`src/rtl/game_state_fsm.sv`:
```
// Round phase controller: turns start/pause button edges into round timer controls,
// detects end of round and generates the blinking low-time HUD warning.
module game_state_fsm #(
    parameter logic [7:0] LOW_TIME     = 8'd30,
    parameter logic [5:0] BLINK_FRAMES = 6'd15
) (
    input  logic       clock,
    input  logic       reset_n,
    input  logic       vsync,
    input  logic       start_btn,
    input  logic       pause_btn,
    input  logic [7:0] time_left,
    output logic       restart,
    output logic       timer_go,
    output logic [2:0] game_state,
    output logic       game_over_pulse,
    output logic       low_time_blink
);

    typedef enum logic [2:0] {
        S_IDLE      = 3'd0,
        S_RESTART   = 3'd1,
        S_PLAY      = 3'd2,
        S_PAUSED    = 3'd3,
        S_GAME_OVER = 3'd4
    } state_t;

    state_t     state_q, state_d;
    logic       start_q, pause_q, vsync_q;
    logic [1:0] vs_cnt_q, vs_cnt_d;
    logic [5:0] blink_cnt_q, blink_cnt_d;
    logic       blink_phase_q, blink_phase_d;
    logic       game_over_pulse_q, game_over_pulse_d;

    logic       start_rise, pause_rise, vs_fall, warn_active;

    // Button history resets high so a button held through reset cannot fire.
    always_ff @(posedge clock or negedge reset_n) begin
        if (!reset_n) begin
            state_q           <= S_IDLE;
            start_q           <= 1'b1;
            pause_q           <= 1'b1;
            vsync_q           <= 1'b0;
            vs_cnt_q          <= 2'd0;
            blink_cnt_q       <= 6'd0;
            blink_phase_q     <= 1'b1;
            game_over_pulse_q <= 1'b0;
        end else begin
            state_q           <= state_d;
            start_q           <= start_btn;
            pause_q           <= pause_btn;
            vsync_q           <= vsync;
            vs_cnt_q          <= vs_cnt_d;
            blink_cnt_q       <= blink_cnt_d;
            blink_phase_q     <= blink_phase_d;
            game_over_pulse_q <= game_over_pulse_d;
        end
    end

    always_comb begin
        start_rise  = start_btn & ~start_q;
        pause_rise  = pause_btn & ~pause_q;
        vs_fall     = vsync_q & ~vsync;
        warn_active = ((state_q == S_PLAY) || (state_q == S_PAUSED)) &&
                      (time_left != 8'd0) && (time_left <= LOW_TIME);

        state_d       = state_q;
        vs_cnt_d      = vs_cnt_q;
        blink_cnt_d   = blink_cnt_q;
        blink_phase_d = blink_phase_q;

        case (state_q)
            S_IDLE: begin
                if (start_rise) state_d = S_RESTART;
            end
            S_RESTART: begin
                // Leave on the second frame boundary so the timer sees restart for a full frame.
                if (vs_fall) begin
                    if (vs_cnt_q != 2'd3) vs_cnt_d = vs_cnt_q + 2'd1;
                    if (vs_cnt_q >= 2'd1) state_d = S_PLAY;
                end
            end
            S_PLAY: begin
                if (time_left == 8'd0)  state_d = S_GAME_OVER;
                else if (pause_rise)    state_d = S_PAUSED;
            end
            S_PAUSED: begin
                if (start_rise)         state_d = S_RESTART;
                else if (pause_rise)    state_d = S_PLAY;
            end
            S_GAME_OVER: begin
                if (start_rise) state_d = S_RESTART;
            end
            default: state_d = S_IDLE;
        endcase

        if ((state_d == S_RESTART) && (state_q != S_RESTART)) vs_cnt_d = 2'd0;

        // Blink timing only advances while playing; pausing freezes it mid-period.
        if (!warn_active) begin
            blink_cnt_d   = 6'd0;
            blink_phase_d = 1'b1;
        end else if ((state_q == S_PLAY) && vs_fall) begin
            if (blink_cnt_q == (BLINK_FRAMES - 6'd1)) begin
                blink_cnt_d   = 6'd0;
                blink_phase_d = ~blink_phase_q;
            end else begin
                blink_cnt_d   = blink_cnt_q + 6'd1;
            end
        end

        game_over_pulse_d = (state_d == S_GAME_OVER) && (state_q != S_GAME_OVER);
    end

    assign restart         = (state_q == S_IDLE) || (state_q == S_RESTART);
    assign timer_go        = (state_q == S_PLAY);
    assign game_state      = state_q;
    assign game_over_pulse = game_over_pulse_q;
    assign low_time_blink  = warn_active & blink_phase_q;

endmodule

```
`config.mk`:
```
export PLATFORM = sky130hd
export DESIGN_NAME = game_state_fsm
export DESIGN_NICKNAME = d
export VERILOG_FILES = /design/src/rtl/game_state_fsm.sv
export SDC_FILE = /design/constraint.sdc
export NUM_CORES = 1
export LEC_CHECK = 0
export ABC_AREA = 1
export CORE_ASPECT_RATIO = 0.8
export CORE_UTILIZATION = 40
export CTS_BUF_LIST = sky130_fd_sc_hd__clkbuf_8
export DETAILED_ROUTE_END_ITERATION = 7
export GPL_TIMING_DRIVEN = 1
export PLACE_DENSITY = 0.67
export SLEW_MARGIN = 20
export SYNTH_ARGS = -nofsm -noshare
export SYNTH_HDL_FRONTEND = slang
export SYNTH_SLANG_ARGS = --single-unit
```
`constraint.sdc`:
```
create_clock -name clock -period 1.1 [get_ports clock]
set_input_delay 0.22 -clock clock [delete_from_list [all_inputs] [get_ports clock]]
set_output_delay 0.22 -clock clock [all_outputs]
set_load 0.02 [all_outputs]
```
==> metrics.md <==
| Metric | Value |
|---|---|
| Clk slew on worst S/H paths | `70 ps` |
| Cts hold-fix bufs | `0` |
| Via density | `4.78` |
| Post-Synthesis Cell Area | `0.00102 sq mm` |
| Kind of end point of the critical path | `output pin` |
| Fin. max-slew vios | `0` |
| CP bufs+invs | `3` |
| Syn Inst Count | `140` |
| Slowest cell on the critical path | `dfrtp_2` |
| Max FO, Critical Path | `2` |
| Post-synthesis mux area share | `0` |
| Io pins | `20` |
| Placed cell areas | `0.00147 sq mm` |
| Core box area | `around 0.0024 sq mm` |
| Fmax | `646 MHz` |
| Final nets | `218` |
| Yosys cell types | `21` |
| Final worst path period need | `roughly 1500 ps` |
| Hold_ws | `291 ps` |
| Largest net degree at the start of global routing | `17` |
| DR DRC count | `0` |
| VDD IR max | `0.000985 V` |
| Worst reg2reg path depth | `9` |
| Commonest non-fill, non-tap cell in the layout | `buf_4` |
| Slowest cell delay on critical path | `~400 ps` |
| Clock Skew | `5.15 ps` |
| Kind of critical path | `register to output pin` |
| Critical path origin | `game_state[1]` |
| Failing checks | `negative setup slack` |
| Measured slew at the worst slew-check pin | `297 ps` |
| Relative max-transition margin | `0.801` |
| Syn Area/Cell | `7.32 sq um` |
| Hpwl dp | `1.94 mm` |
| Chip width | `just under 60 microns` |
| Setup violators final | `19` |
| Routed vias | `1127` |
| Commonest cells after routing, fill and taps aside | `buf_4, nand2_1, inv_1` |
| CTS root buf | `clkbuf_8` |
| Clock sink total | `16` |
| GRT overflow | `0` |
| DRT Wirelength | `3.05 mm` |
| Warnings from Yosys | `0` |
| Fraction of the mapped netlist area in simple logic gates | `0.382` |
| Vias in the first global route | `about 1100` |
| Pwr dens | `1370 mW/mm^2` |
| Status | `finished, violations left` |
| Clk Latency, worst-skew pair | `260 ps` |
| Arr. time, crit path | `roughly 1300 ps` |
| Seq cells post-synth | `16` |
| Finished Cell Area | `approximately 0.0017 sq mm` |
| Setup TNS | `-5190 ps` |
| Max Root-Sink Buffers | `2` |
| Final Hold Fails | `0` |
| Final ANT Viol Nets | `0` |
| CP Launch Type | `register` |
| Post-synthesis xor/xnor area fraction | `0.0342` |
| Antenna diode count | `0` |
| Layout cells sized above 1 | `0.425` |
| Final std cells w/o fill | `between 200 and 250` |
| Row Count | `16` |
| Leakage power total | `0.900 nW` |
| Compound-Gate Fraction of Synth Area | `0.0452` |
| Path category of the worst min-delay check | `input pin to async pin` |
| First-pass GRT wire length | `4.75 mm` |
| TritonCTS clock tree | `done` |
| CP top delay family | `simple AND/OR/NAND/NOR gates` |
| Wire length per cell | `around 13 microns` |
| Post-route worst setup slack | `-449 ps` |
| Syn nets | `157` |
| Die Ht | `47.3 microns` |
| Final Wtd Congestion | `0.859` |
| Final Cycle Share | `1.41` |
| Worst R2R Start | `game_state[2]` |
| Detailed Route Iter0 Violations | `29` |
| Max cap viols | `0` |
| Cell total after placement | `220` |
| Synth Area in Adders | `0.0488` |
| Largest family of logic cells by synthesized area | `simple AND/OR/NAND/NOR gates` |
| Initial core utilization | `0.420` |
| H-tree Lvls | `1` |
| Port bufs | `19` |
| Area Growth Syn to Fin | `66.8%` |
| Total track usage | `0.243` |
| Die area | `between 0.002 and 0.003 sq mm` |
| Filler cells | `208` |
| Unrepaired setup endpoints after global routing | `yes` |
| Crit-path cells | `inv_4, nor2_4, nand3_2, nor2_4, nand3_2, inv_2, buf_6` |
| Critical path depth in cells | `7` |
| TritonRoute pass-1 iters | `4` |
| Number of buffers created by CTS | `3` |
| Seq/Total Area, Yosys | `0.394` |
| Initial antenna violation count | `0` |
| Req. time, crit path | `880 ps` |
-- what timing repair did --
item / CTS / global route
hold endpoints to repair: 0 / 0
setup buffers: 12 / 2
resized for setup: 65 / 16
pin swaps: 19 / 13
endpoints found under the setup margin: 20 / 20
-- routing by layer --
layer | GRT usage | wire (microns) | vias to the layer above | part of all wire
met1 | 0.275 | 1300 | 522 | 0.43
met4 | 0.0952 | 87 | 0 | 0.029
met2 | 0.451 | 1530 | 31 | 0.50
li1 | - | - | 561 | -
met3 | 0.0661 | 129 | 13 | 0.042
met5 | 0 | 0 | - | 0
-- where the power goes --
part / internal, mW / switching [mW] / total [mW]
clock: 0.318 / 0.218 / 0.536
combinational: 0.541 / 0.517 / 1.06
sequential: 0.674 / 0.0760 / 0.750
total: 1.53 / 0.811 / 2.34
-- worst register-to-register path, cell delays in order, from the launching register on --
cell     delay [ps]
dfrtp_2         420
buf_4           140
buf_8           130
inv_4            50
nand3_2          50
nor2_1          100
nand2_1          90
nor2_4          190
nand4_1         110
nand2_1          90
-- stage by stage --
stage / setup WS (ps) / power [mW] / utilization
6_report: -449 / 2.34 / 0.700
5_1_grt: -467 / 2.49 / 0.700
4_1_cts: -443 / 2.31 / 0.686
3_5_place_dp: -907 / 1.60 / 0.603
3_3_place_gp: -863 / 1.58 / 0.603
2_1_floorplan: -200 / 1.16 / -
-- synth_stat cells, drive strengths merged --
cell / number / area, sq um
o211ai: 1 / 7.51
inv: 26 / 97.6
nand3: 15 / 85.1
xnor2: 1 / 8.76
ha: 4 / 50.1
nand4: 5 / 31.3
dfstp: 3 / 78.8
nor3: 2 / 20.0
dfrtp: 13 / 325
nor2: 22 / 110
and2: 1 / 6.26
xor2: 3 / 26.3
o221ai: 1 / 8.76
a21oi: 1 / 5.00
nand2: 37 / 139
o21ai: 5 / 25.0
-- path summary, 6_finish.rpt --
kind | end | slack (ps)
max | low_time_blink | -450
min | blink_cnt_q[5] | 290
max reg2reg | blink_cnt_q[2] | -340
min reg2reg | blink_cnt_q[4] | 520
max in group asynchronous | start_q | 590
min in group clock | pause_q | 400
-- layout make-up --
cell class | instances | area, sq um | share of cell area
multi-input cells | 98 | 603 | 0.353
repair buffers | 56 | 495 | 0.290
flip-flops and latches | 16 | 408 | 0.239
inverters | 26 | 103 | 0.0600
clock buffers | 4 | 55.1 | 0.0322
well taps | 36 | 45.0 | 0.0264
-- kinds of logic after synthesis --
family | count (synthesis)
flip-flops | 16
buffers and inverters | 26
AO/OA/AOI/OAI | 8
XOR/XNOR | 4
adder cells (fa/ha/maj) | 4
AND/OR/NAND/NOR | 82
-- flip-flops by register name, indices dropped and copies added, names as in the netlist --
register	count
game_state	3
vs_cnt_q	2
game_over_pulse	1
pause_q	1
start_q	1
vsync_q	1
blink_cnt_q	6
blink_phase_q	1
Note: power is estimated with default switching activity, not from simulation.
